[src/rtl/instr_fetch.sv]
// -----------------------------------------------------------------------------
// instr_fetch
//   Program-counter / instruction-fetch stage. Owns the PC and drives the word
//   address and select of a combinational instruction ROM. The returned word is
//   registered into the IF/ID latch for decode. The stage handles stall,
//   branch/jump redirect, halt (syscall exit) and the text-segment window.
//
// Parameters
//   ROM_ADDR_BITS  ROM word-address width (depth = 2**ROM_ADDR_BITS words)
//   TEXT_BASE      byte address of ROM word 0; also the reset PC
//
// Ports
//   clk            rising-edge clock
//   rst_n          asynchronous active-low reset
//   stall          hold PC and IF/ID latch
//   redirect_valid branch/jump taken this cycle
//   redirect_pc    byte target of the redirect
//   halt           stop fetching; only rst_n leaves HALT
//   rom_addr       word address to ROM (decode of pc/state)
//   rom_sel        ROM select (decode of state)
//   rom_dout       ROM data, valid in the same cycle as rom_addr
//   if_valid       IF/ID latch holds a real instruction
//   if_pc          byte PC of if_instr
//   if_instr       fetched instruction
//   fetch_err      sticky: PC left the text window or redirect was misaligned
//   inst_count     number of instructions delivered into the latch
// -----------------------------------------------------------------------------
module instr_fetch #(
    parameter int          ROM_ADDR_BITS = 10,
    parameter logic [31:0] TEXT_BASE     = 32'h0000_3000
) (
    input  logic                     clk,
    input  logic                     rst_n,
    input  logic                     stall,
    input  logic                     redirect_valid,
    input  logic [31:0]              redirect_pc,
    input  logic                     halt,
    output logic [ROM_ADDR_BITS-1:0] rom_addr,
    output logic                     rom_sel,
    input  logic [31:0]              rom_dout,
    output logic                     if_valid,
    output logic [31:0]              if_pc,
    output logic [31:0]              if_instr,
    output logic                     fetch_err,
    output logic [31:0]              inst_count
);

    localparam logic [1:0] ST_BOOT = 2'd0;
    localparam logic [1:0] ST_RUN  = 2'd1;
    localparam logic [1:0] ST_HALT = 2'd2;

    // The PC is always word aligned (redirect targets are forced to 00), so
    // only the upper 30 bits are stored. Wrap at 2**30 words equals the byte
    // PC wrapping at 2**32.
    localparam logic [29:0] BASE_WORD = TEXT_BASE[31:2];

    logic [1:0]  state_r;
    logic [29:0] pc_word_r;
    logic        if_valid_r;
    logic [31:0] if_pc_r;
    logic [31:0] if_instr_r;
    logic        fetch_err_r;
    logic [31:0] inst_count_r;

    logic [1:0]  state_nx_s;
    logic [29:0] pc_word_nx_s;
    logic        if_valid_nx_s;
    logic [31:0] if_pc_nx_s;
    logic [31:0] if_instr_nx_s;
    logic        fetch_err_nx_s;
    logic [31:0] inst_count_nx_s;

    logic [29:0] word_off_s;
    logic        out_of_window_s;
    logic        misaligned_s;

    // Window decode: offset from the base computed in words; anything above
    // the ROM depth or below the base is outside the text segment.
    always_comb begin
        word_off_s      = pc_word_r - BASE_WORD;
        out_of_window_s = (pc_word_r < BASE_WORD) ||
                          (word_off_s[29:ROM_ADDR_BITS] != {(30-ROM_ADDR_BITS){1'b0}});
        misaligned_s    = (redirect_pc[1:0] != 2'b00);
    end

    // ROM interface is a pure decode of the state and PC registers.
    always_comb begin
        if (state_r == ST_RUN) begin
            rom_sel  = 1'b1;
            rom_addr = word_off_s[ROM_ADDR_BITS-1:0];
        end else begin
            rom_sel  = 1'b0;
            rom_addr = {ROM_ADDR_BITS{1'b0}};
        end
    end

    // Next-state logic; in RUN the priority is halt > redirect > stall > fetch.
    always_comb begin
        state_nx_s      = state_r;
        pc_word_nx_s    = pc_word_r;
        if_valid_nx_s   = if_valid_r;
        if_pc_nx_s      = if_pc_r;
        if_instr_nx_s   = if_instr_r;
        fetch_err_nx_s  = fetch_err_r;
        inst_count_nx_s = inst_count_r;
        case (state_r)
            ST_BOOT: begin
                state_nx_s = ST_RUN;
            end
            ST_RUN: begin
                if (halt) begin
                    state_nx_s    = ST_HALT;
                    if_valid_nx_s = 1'b0;
                end else if (redirect_valid) begin
                    // Word fetched this cycle is on the wrong path: discard it.
                    pc_word_nx_s   = redirect_pc[31:2];
                    if_valid_nx_s  = 1'b0;
                    fetch_err_nx_s = fetch_err_r | misaligned_s | out_of_window_s;
                end else if (stall) begin
                    fetch_err_nx_s = fetch_err_r | out_of_window_s;
                end else begin
                    if_pc_nx_s      = {pc_word_r, 2'b00};
                    // Outside the window a NOP is delivered instead of ROM data.
                    if_instr_nx_s   = out_of_window_s ? 32'h0000_0000 : rom_dout;
                    if_valid_nx_s   = 1'b1;
                    pc_word_nx_s    = pc_word_r + 30'd1;
                    inst_count_nx_s = inst_count_r + 32'd1;
                    fetch_err_nx_s  = fetch_err_r | out_of_window_s;
                end
            end
            ST_HALT: begin
                if_valid_nx_s = 1'b0;
            end
            default: begin
                // Unreachable encoding: restart cleanly through BOOT.
                state_nx_s    = ST_BOOT;
                if_valid_nx_s = 1'b0;
            end
        endcase
    end

    // State and IF/ID latch registers with asynchronous reset.
    always_ff @(posedge clk or negedge rst_n) begin
        if (!rst_n) begin
            state_r      <= ST_BOOT;
            pc_word_r    <= BASE_WORD;
            if_valid_r   <= 1'b0;
            if_pc_r      <= 32'h0000_0000;
            if_instr_r   <= 32'h0000_0000;
            fetch_err_r  <= 1'b0;
            inst_count_r <= 32'h0000_0000;
        end else begin
            state_r      <= state_nx_s;
            pc_word_r    <= pc_word_nx_s;
            if_valid_r   <= if_valid_nx_s;
            if_pc_r      <= if_pc_nx_s;
            if_instr_r   <= if_instr_nx_s;
            fetch_err_r  <= fetch_err_nx_s;
            inst_count_r <= inst_count_nx_s;
        end
    end

    assign if_valid   = if_valid_r;
    assign if_pc      = if_pc_r;
    assign if_instr   = if_instr_r;
    assign fetch_err  = fetch_err_r;
    assign inst_count = inst_count_r;

endmodule

[config.mk]
export PLATFORM = sky130hd
export DESIGN_NAME = instr_fetch
export DESIGN_NICKNAME = d
export VERILOG_FILES = /design/src/rtl/instr_fetch.sv
export SDC_FILE = /design/constraint.sdc
export NUM_CORES = 1
export LEC_CHECK = 0
export CAP_MARGIN = 40
export CORE_AREA = 8 8 90 172
export CTS_CLUSTER_DIAMETER = 50
export DETAILED_ROUTE_END_ITERATION = 7
export DIE_AREA = 0 0 98 180
export GPL_TIMING_DRIVEN = 0
export PLACE_DENSITY = 0.79
export SYNTH_ARGS = -nofsm -noshare
export SYNTH_HDL_FRONTEND = slang
export SYNTH_SLANG_ARGS = --single-unit
[constraint.sdc]
create_clock -name clk -period 1.9 [get_ports clk]
set_input_delay 0.57 -clock clk [delete_from_list [all_inputs] [get_ports clk]]
set_output_delay 0.57 -clock clk [all_outputs]
set_load 0.02 [all_outputs]
; ---- Word level (Yosys, flattened, before mapping)
; Index checks and enable logic that the tools add are counted.
[word_totals]
out_inout_bits = 109
input_bits = 69
word_cells = 45
ff_bits = 128
[op_classes]
n_addsub = 3
reduce_logical = 9
n_bitwise = 8
magnitude_cmp = 1
mux = 12
n_eq_ne = 5
[ops]
columns = operator, n
row1 = $mux W30, 2
row2 = $add A32 B1 Y32 const B, 1
row3 = $mux W32, 1
row4 = $add A30 B1 Y30 const B, 1
row5 = $lt A30 B12 Y1 const B, 1
row6 = $sub A30 B12 Y30 const B, 1
row7 = $reduce_bool A20 Y1, 1
row8 = $mux W10, 1
row9 = $pmux W2 S3, 1
row10 = $reduce_and A2 Y1, 3
row11 = $mux W1, 5
row12 = $not A1 Y1, 5
row13 = $ne A4 B4 Y1 const B, 1
row14 = $reduce_and A4 Y1, 1
row15 = $or A1 B1 Y1, 3
row16 = $reduce_and A3 Y1, 1
row17 = $eq A2 B1 Y1 const B, 1
row18 = $eq A2 B2 Y1 const B, 1
row19 = $logic_not A2 Y1, 1
row20 = $mux W2, 1
row21 = $ne A2 B1 Y1 const B, 1
row22 = $ne A2 B2 Y1 const B, 1
row23 = $pmux W1 S2, 1
row24 = $reduce_bool A2 Y1, 1
row25 = $logic_or A1 B1 Y1, 1

; ---- Logic depth before layout (Yosys ltp)
; Gate-level depths: netlist of the first run.
[depth]
depth_word = 5
depth_mapped = 8

; ---- Worst setup path after synthesis of the first run
; No wires, ideal clock.
[synth_path]
kind = input to register
startpoint = in redirect_valid
endpoint = reg inst_count_r[26], in the netlist inst_count[26]
required_ps = 1820
arrival_time_ps = 1831
setup_time_ps = 80
setup_slack_ps = -11
n_path_buf = 1
stages = 6
path_cell_list = buf_6 > or4b_4 > nor2_8 > nand3_4 > nor4_2 > xnor2_1
[synth_via]
elab_chain_cells = 2
[synth_lines]
columns = item, line
row1 = "start, declared", 35  ; input logic redirect_valid,
row2 = $not A1 Y1 (no source line), --
row3 = $reduce_and A4 Y1 (no source line), --
row4 = "end signal, assigned", 159  ; inst_count_r <= inst_count_nx_s;
row5 = "end, declared", 63  ; logic [31:0] inst_count_r;
; No other way between the ends.
; A chain may end at the register's enable or synchronous reset.

; ---- Final worst setup path of the first run
[layout_path]
startpoint = reg state_r[1]
endpoint = out rom_addr[8]
[layout_via]
elab_chain_cells = 2
[layout_lines]
columns = item, line
row1 = "start, declared", 57  ; logic [1:0] state_r;
row2 = "start signal, assigned", 153  ; state_r <= state_nx_s;
row3 = $eq A2 B1 Y1, 88  ; if (state_r == ST_RUN) begin
row4 = $mux W10, 88
row5 = "end, declared", 38  ; output logic [ROM_ADDR_BITS-1:0] rom_addr,
; No other way between the ends.

==> results of run 1 <==
-- state kept, by name, summed over array words and instances, names as in the netlist --
name        cells
if_valid        1
state_r         2
inst_count     32
pc_word_r      30
fetch_err       1
if_instr       32
if_pc          30
-- timing repair --
action,4_1_cts,5_1_grt
setup buffers,10,16
resized for setup,222,62
endpoints found under the setup margin,217,89
cloned,1,1
pin swaps,3,9
hold buffers,0,0
-- critical path: stages, from the launching register on --
cell     delay (ps)
dfrtp_2         430
nor2b_4         200
buf_8           140
and2_4          140
buf_6           110
-- synthesized netlist by cell type (all sizes together), types with 2 or more instances --
cell / number
a211oi: 8
a21o: 2
a21oi: 26
a221oi: 2
a2bb2oi: 2
a311oi: 5
a31o: 2
and2: 13
and3: 12
and4: 3
buf: 21
clkbuf: 25
dfrtp: 126
dfstp: 2
ha: 2
inv: 8
mux2i: 3
nand2: 191
nand3: 60
nand4: 20
nor2: 29
nor2b: 2
nor3: 23
nor3b: 4
nor4: 10
o21a: 2
o21ai: 30
o22ai: 4
or2: 3
or3: 10
xnor2: 18
xor2: 13
-- power by group --
part,internal [mW],leakage [nW],switching [mW]
clock network,2.08,0.292,1.30
registers,3.31,1.65,0.607
logic,1.50,2.71,1.89
total,6.90,4.65,3.80
-- per-stage QoR --
stage | utilization, % | hold slack [ps]
finish | 69.3 | 66.2
global route | 69.3 | 97.3
CTS | 67.2 | 72.3
detailed placement | 61.6 | 456
global placement | 61.3 | 440
floorplan | - | 274
-- worst max path at each step --
stage                               from             end
after floorplan           redirect_valid  inst_count[26]
after global placement             rst_n     if_instr[4]
after detailed placement            halt       if_pc[14]
after CTS                     state_r[1]     rom_addr[8]
after global routing          state_r[1]     rom_addr[3]
final                         state_r[1]     rom_addr[8]
-- cells in the final DEF (no fill, tap or decap), types with 5 or more instances in the layout --
cell             Yosys  final
dfrtp_1            126    122
a21oi_1             26     26
nand3_1             58     56
buf_4                5     36
nor3_4               1      7
nand4_1             19     19
nor3_1              17     11
dlygate4sd2_1        0     98
clkbuf_16            0     17
clkdlybuf4s50_1      0     64
nor2_1              28     22
a311oi_1             5      5
or3_1               10     10
clkbuf_2             1      7
buf_6                1     17
nor4_1               8      5
inv_1                8      8
buf_2               12      5
a211oi_1             8      8
nor3_2               5      5
and2_4               0     11
clkbuf_4             0      9
xnor2_1             18     18
nand2_1            190    187
xor2_1              13     13
o21ai_0             29     27
and3_1              12     12
-- cell families (layout without fill, tap and decap cells) --
family | count (synthesis) | after routing | share of synthesized area, %
multiplexers | 3 | 3 | 0.484
buffers and inverters | 54 | 285 | 3.95
other | 1 | 2 | 0.0604
AND/OR/NAND/NOR | 384 | 384 | 30.1
AO/OA/AOI/OAI | 91 | 91 | 9.00
flip-flops | 128 | 128 | 51.6
adder cells (fa/ha/maj) | 2 | 2 | 0.403
XOR/XNOR | 31 | 31 | 4.37
-- metal layers --
metal | GRT usage (%) | routed length [um]
met1 | 26.6 | 7970
met2 | 37.9 | 10200
met5 | 0 | 0
met4 | 11.5 | 653
met3 | 9.56 | 2310
-- layout make-up --
class,count,area (um^2),area share (%)
Inverter,8,30.0,0.326
Sequential cell,128,3210,34.9
Clock buffer,18,429,4.66
Multi-Input combinational cell,513,2980,32.4
Buffer,42,297,3.22
Clock inverter,14,180,1.96
Timing Repair Buffer,203,1880,20.5
Tap cell,155,194,2.11
==> run_results.csv, run 1 <==
group,metric,value,unit
place,pre_cts_ws,-915,ps
clock_tree,clock_sinks,128,
floorplan,initial_core_util,46.7,%
finish,syn_to_final_growth,48.2,%
critical_path,end_kind,"primary output",
synth,async_flop_share,100,%
finish,fin_cells,1081,
floorplan,rows,60,
power_and_ir_drop,power_density,1160,nW/um^2
grt,grt_max_degree,89,
floorplan,core,13300,um^2
timing,grt_setup_unrepaired,"true",
timing,post-route-period-util,106,%
clock_tree,path_clk_slew,60,ps
clock_tree,cts_inserted_buffers,17,
drt,routedWlPerCell,19.5,um
critical_path,r2r-end,"pc_word_r[29]",
finish,drive_gt1_share,18.6,%
place,place_inst,1025,
drt,drt-total-wl,21100,um
drt,drt_iter0_markers,418,
place,dp_hpwl,14400,um
floorplan,dieArea,17600,um^2
synth,synth_edf_count,0,
power_and_ir_drop,vdd_drop_max,0.864,mV
status,violations,"setup timing",
critical_path,ff2ff_path_depth,5,
critical_path,r2r_slack,0,ps
clock_tree,root_buffer,"clkbuf_16",
job,maxCapViolCount,0,
critical_path,cp-start-kind,"register",
timing,slew_violations,0,
synth,yosysTopAreaCell,"dfrtp_1",
grt,grt_util_all_layers,23.7,%
synth,ys.flop_type,"dfrtp_1",
synth,synth_area,6210,um^2
power_and_ir_drop,fin_total_pwr,10.7,mW
synth,synth_cells,694,
synth,synth_top_area_share,50.8,%
grt,grt_pass1_wl,33700,um
floorplan,die_w,98,um
timing,setup_violations,11,
clock_tree,clockBufferDepth,2,
drt,drc,0,
status,outcome,"finished, violations left",
synth,syn_avg_cell_area,8.95,um^2
place,place_congestion,0.936,
critical_path,cp.required,1330,ps
timing,finalHoldViolations,0,
timing,fin_skew,12.1,ps
synth,ys_warn_count,0,
synth,yosys-top-cells-area,"dfrtp_1 (51%), nand2_1 (11%), nand3_1 (4.7%)",
grt,gr-total-overflow,0,
clock_tree,tritoncts,"done",
grt,antenna_found_initial,0,
drt,dr.pass1.iters,5,
clock_tree,insertion_delay,420,ps
finish,antenna_cells,0,
timing,fin_crit,2000,ps
critical_path,worstPathArrival,1430,ps
finish,fin_nets,984,
timing,max_freq,499,MHz
floorplan,die_h,180,um
power_and_ir_drop,leakage,4.65,nW
finish,filler_cell_count,1088,
synth,synth_cell_types,59,
critical_path,critPathMaxFanout,5,
timing,tns,-934,ps
finish,fin_area,9200,um^2
min_path,hold_path.class,"in2async",
grt,grt_pass1_vias,6510,
place,portBuffers,174,
timing,setup_slack,-105,ps
critical_path,r2r_start,"pc_word_r[10]",
critical_path,crit_type,"reg2out",
timing,worstMarginPinSlew,657,ps
drt,drtAntennaViolNets,0,
clock_tree,cts_max_level,4,
drt,via_per_inst,5.72,
place,place_area,8180,um^2
timing,slew_headroom,56.2,%
floorplan,boundaryPins,178,
drt,dr_total_vias,6186,
synth,yosysSeqAreaShare,51.6,%
synth,ys_ff_latch,128,
Note: power is estimated with default switching activity, not from simulation.
==> run 2: changes to the inputs <==
- CORE_AREA: 8 8 90 172 -> 8 8 102 197
- DIE_AREA: 0 0 98 180 -> 0 0 110 205
- PLACE_DENSITY: 0.79 -> 0.63
- REMOVE_ABC_BUFFERS: not set -> 1
==> run_results.csv, run 2 (synthesized netlist as in run 1, its figures left out) <==
group,metric,value,unit
status,outcome,"finished, violations left",
status,violations,"setup timing",
drt,dr_total_vias,5966,
drt,drt_iter0_markers,353,
finish,syn_to_final_growth,53.5,%
grt,gr-total-overflow,0,
clock_tree,root_buffer,"clkbuf_16",
power_and_ir_drop,fin_total_pwr,11.0,mW
power_and_ir_drop,power_density,1150,nW/um^2
min_path,hold_path.class,"in2async",
power_and_ir_drop,power_frac_seq,36.8,%
drt,routedWlPerCell,18.2,um
critical_path,crit_path_cell_trace,"nor2b_4 > buf_6 > and2_4 > buf_6",
critical_path,r2r_slack,-40,ps
critical_path,worstPathArrival,1440,ps
critical_path,critical-path-top-delay-family,"flip-flops",
grt,grt_pass1_wl,32600,um
critical_path,cp_num_buf_inv,2,
clock_tree,postCtsHoldBufs,0,
finish,drive_gt1_share,19.8,%
critical_path,cp-start-kind,"register",
critical_path,end_kind,"primary output",
floorplan,initial_core_util,35.4,%
clock_tree,insertion_delay,420,ps
timing,fin_skew,10.5,ps
drt,via_per_inst,5.25,
timing,grt_setup_unrepaired,"true",
critical_path,cp.required,1330,ps
grt,grt_max_degree,78,
floorplan,die_w,110,um
finish,final_common_cell,"nand2_1",
place,place_congestion,0.829,
clock_tree,path_clk_slew,60,ps
power_and_ir_drop,switchingPower,3.76,mW
power_and_ir_drop,leakage,4.70,nW
power_and_ir_drop,pwr-share-clk,32.5,%
critical_path,crit_type,"reg2out",
finish,fin_util,54.4,%
place,portBuffers,175,
timing,setup_slack,-109,ps
clock_tree,clockBufferDepth,2,
critical_path,ff2ff_path_depth,8,
grt,grt_pass1_vias,5938,
drt,dr.pass1.iters,5,
timing,worstMarginPinSlew,772,ps
floorplan,boundaryPins,178,
power_and_ir_drop,p_int,7.21,mW
critical_path,max_stage_delay,460,ps
grt,antenna_found_initial,0,
grt,grt_util_all_layers,18.4,%
drt,drt-total-wl,20700,um
critical_path,r2r-end,"pc_word_r[14]",
place,pre_cts_ws,-1250,ps
critical_path,crit_slowest_cell,"dfrtp_2",
finish,fin_nets,981,
floorplan,rows,69,
timing,whs,186,ps
critical_path,r2r_start,"state_r[1]",
clock_tree,tritoncts,"done",
power_and_ir_drop,p_sw_share,34.2,%
clock_tree,cts_max_level,4,
finish,layout_common_cells,"nand2_1 (188), dfrtp_1 (118), dlygate4sd2_1 (98), clkdlybuf4s50_1 (64), nand3_1 (55)",
drt,drc,0,
critical_path,cpMostUsedCell,"buf_6",
place,dp_hpwl,13300,um
drt,drtAntennaViolNets,0,
power_and_ir_drop,vdd_drop_max,0.871,mV
floorplan,die_h,205,um
timing,max_freq,498,MHz
job,maxCapViolCount,0,
power_and_ir_drop,p_comb_share,30.7,%
clock_tree,clock_sinks,128,
timing,slew_violations,0,
critical_path,critPathMaxFanout,4,
timing,fin_crit,2010,ps
timing,finalHoldViolations,0,
timing,setup_violations,12,
timing,post-route-period-util,106,%
floorplan,dieArea,22600,um^2
floorplan,core,17500,um^2
timing,slew_headroom,48.5,%
finish,antenna_cells,0,
clock_tree,cts_inserted_buffers,17,
==> run 2: cell type report <==
cell class	count	area, um^2
fillers	1606	7990
flip-flops and latches	128	3220
multi-input cells	516	3050
repair buffers	239	2320
clock buffers	20	467
well taps	213	267
clock inverters	12	183
inverters	8	33.8
==> run 2: per-stage QoR <==
step / cells / setup TNS (ps) / area, um^2
3_5_place_dp: 1046 / -83700 / 8160
4_1_cts: 1105 / -767 / 9130
3_3_place_gp: 1037 / -975280 / 8020
2_1_floorplan: 649 / -50900 / 6000
6_report: 1136 / -822 / 9540
5_1_grt: 1136 / -2710 / 9540
==> run 2: how the worst max path moves through the flow <==
stage                    start            end  slack, ps  cells past startpoint
floorplan                 halt  inst_count[9]       -940                      5
global placement         rst_n      if_pc[15]      -5100                      1
detailed placement        halt  pc_word_r[20]      -1250                      7
CTS                 state_r[1]    rom_addr[2]       -160                      4
global route        state_r[1]    rom_addr[7]       -180                      4
finish              state_r[1]    rom_addr[4]       -110                      4
==> run 2: power by group through the flow <==
stage	registers, mW	clock network [mW]	logic (mW)
finish	4.04	3.57	3.36
floorplan	4.22	0	1.10
global route	4.13	3.76	3.68
CTS	4.01	3.63	3.15
global placement	4.01	0	2.80
detailed placement	4.03	0	2.89
==> run 2: repair_timing <==
action                     4_1_cts  5_1_grt
gates cloned                     5        1
pin swaps                        8       14
hold endpoints to repair         0        0
buffers inserted                22       30
gates resized for setup        206       36
setup endpoints to repair      209       85
==> run 2: metal layers <==
metal  vias to the layer above  track usage (%)  wire length, um
li1                       2826                -                -
met4                         0             5.73              342
met5                         -                0                0
met3                        28             6.08             1930
met2                       240             28.6             9840
met1                      2872             23.5             8600
==> run 3: changes to the inputs <==
- ABC_CLOCK_PERIOD_IN_PS: not set -> 1950
- clock period: 1.9 -> 1.95 ns (I/O delays scaled with it)
==> run_results.csv, run 3 (synthesized netlist as in run 1, its figures left out) <==
group,metric,value,unit
clock_tree,clockBufferDepth,2,
critical_path,end_kind,"primary output",
critical_path,r2r_slack,30,ps
critical_path,critPathMaxFanout,5,
grt,gr-total-overflow,0,
place,place_congestion,0.829,
floorplan,initial_core_util,35.4,%
drt,via_per_inst,5.26,
clock_tree,path_clk_slew,60,ps
grt,grt_pass1_wl,32700,um
timing,max_freq,490,MHz
status,outcome,"finished, violations left",
grt,grt_util_all_layers,18.7,%
drt,dr_total_vias,5964,
clock_tree,cts_max_level,4,
power_and_ir_drop,power_density,1130,nW/um^2
clock_tree,tritoncts,"done",
floorplan,rows,69,
job,maxCapViolCount,0,
critical_path,crit_start,"state_r[1]",
drt,drt_iter0_markers,417,
timing,slew_headroom,49.3,%
power_and_ir_drop,vdd_drop_max,0.840,mV
finish,final_common_cell,"nand2_1",
drt,drc,0,
grt,grt_pass1_vias,5928,
place,dp_hpwl,13300,um
timing,slew_violations,0,
drt,drtAntennaViolNets,0,
clock_tree,clock_sinks,128,
grt,antenna_found_initial,0,
finish,layout_common_cells,"nand2_1 (189), dfrtp_1 (119), dlygate4sd2_1 (98), clkdlybuf4s50_1 (64), nand3_1 (56)",
min_path,hold_path.class,"in2async",
finish,antenna_cells,0,
drt,dr.pass1.iters,5,
floorplan,core,17500,um^2
grt,grt_max_degree,78,
timing,grt_setup_unrepaired,"true",
critical_path,r2r_start,"state_r[1]",
floorplan,die_h,205,um
timing,tns,-569,ps
floorplan,boundaryPins,178,
status,violations,"setup timing",
critical_path,cp.required,1360,ps
critical_path,worstPathArrival,1460,ps
finish,fin_util,54.1,%
timing,post-route-period-util,105,%
floorplan,die_w,110,um
critical_path,cp-start-kind,"register",
clock_tree,insertion_delay,420,ps
timing,whs,210,ps
clock_tree,root_buffer,"clkbuf_16",
finish,fin_nets,978,
timing,finalHoldViolations,0,
finish,drive_gt1_share,18.5,%
power_and_ir_drop,fin_total_pwr,10.7,mW
clock_tree,cts_inserted_buffers,17,
drt,routedWlPerCell,18.4,um
floorplan,dieArea,22600,um^2
place,portBuffers,175,
critical_path,crit_type,"reg2out",
drt,drt-total-wl,20900,um
timing,setup_violations,8,
timing,fin_skew,10.1,ps
finish,syn_to_final_growth,52.5,%
timing,fin_crit,2040,ps
timing,worstMarginPinSlew,761,ps
power_and_ir_drop,leakage,4.67,nW
timing,setup_slack,-91.0,ps
## run 3: cell type report
cell class	count	area [um^2]
fill	1604	8050
sequential	128	3210
multi-input combinational	516	2990
timing repair buffer	236	2320
clock buffer	20	467
tap	213	267
clock inverter	12	183
inverter	8	33.8
## run 3: per-layer routing
layer	track usage (%)	share of wire, %	vias to the layer above
met5	0	0	-
met4	5.78	1.5	0
met3	6.11	9.1	26
met2	29.1	48	241
met1	23.6	42	2876
li1	-	-	2821
## run 3: worst paths after layout
path / end / depth (start not counted)
hold reg to reg: if_instr[8] / 2
max in group asynchronous: pc_word_r[11] / 2
hold / removal: inst_count[28] / 1
min in group clk: if_instr[8] / 2
setup / recovery: rom_addr[6] / 4
setup reg to reg: pc_word_r[14] / 8
## run 3: metrics by stage
stage,setup slack [ps],cell area [um^2],instances
global placement,-5060,8020,1037
global route,-169,9470,1133
finish,-91.0,9470,1133
detailed placement,-1220,8160,1046
CTS,-134,9110,1104
floorplan,-905,6000,649
## run 3: worst max-delay path, cell delays in order (launching register included)
cell	delay (ps)
dfrtp_2	460
nor2b_4	190
buf_4	140
and2_4	130
buf_6	110
## run 3: where the power goes
group,switching [mW],total [mW],internal [mW]
clock,1.22,3.47,2.25
combinational,1.74,3.31,1.57
sequential,0.686,3.92,3.24
total,3.65,10.7,7.06
## run 3: repair_timing
item                       in CTS  in global routing
gates cloned                    5                  1
hold buffers                    0                  0
buffers inserted               21                 28
setup endpoints to repair     196                 81
pin swaps                       7                  8
resized for setup             193                 34
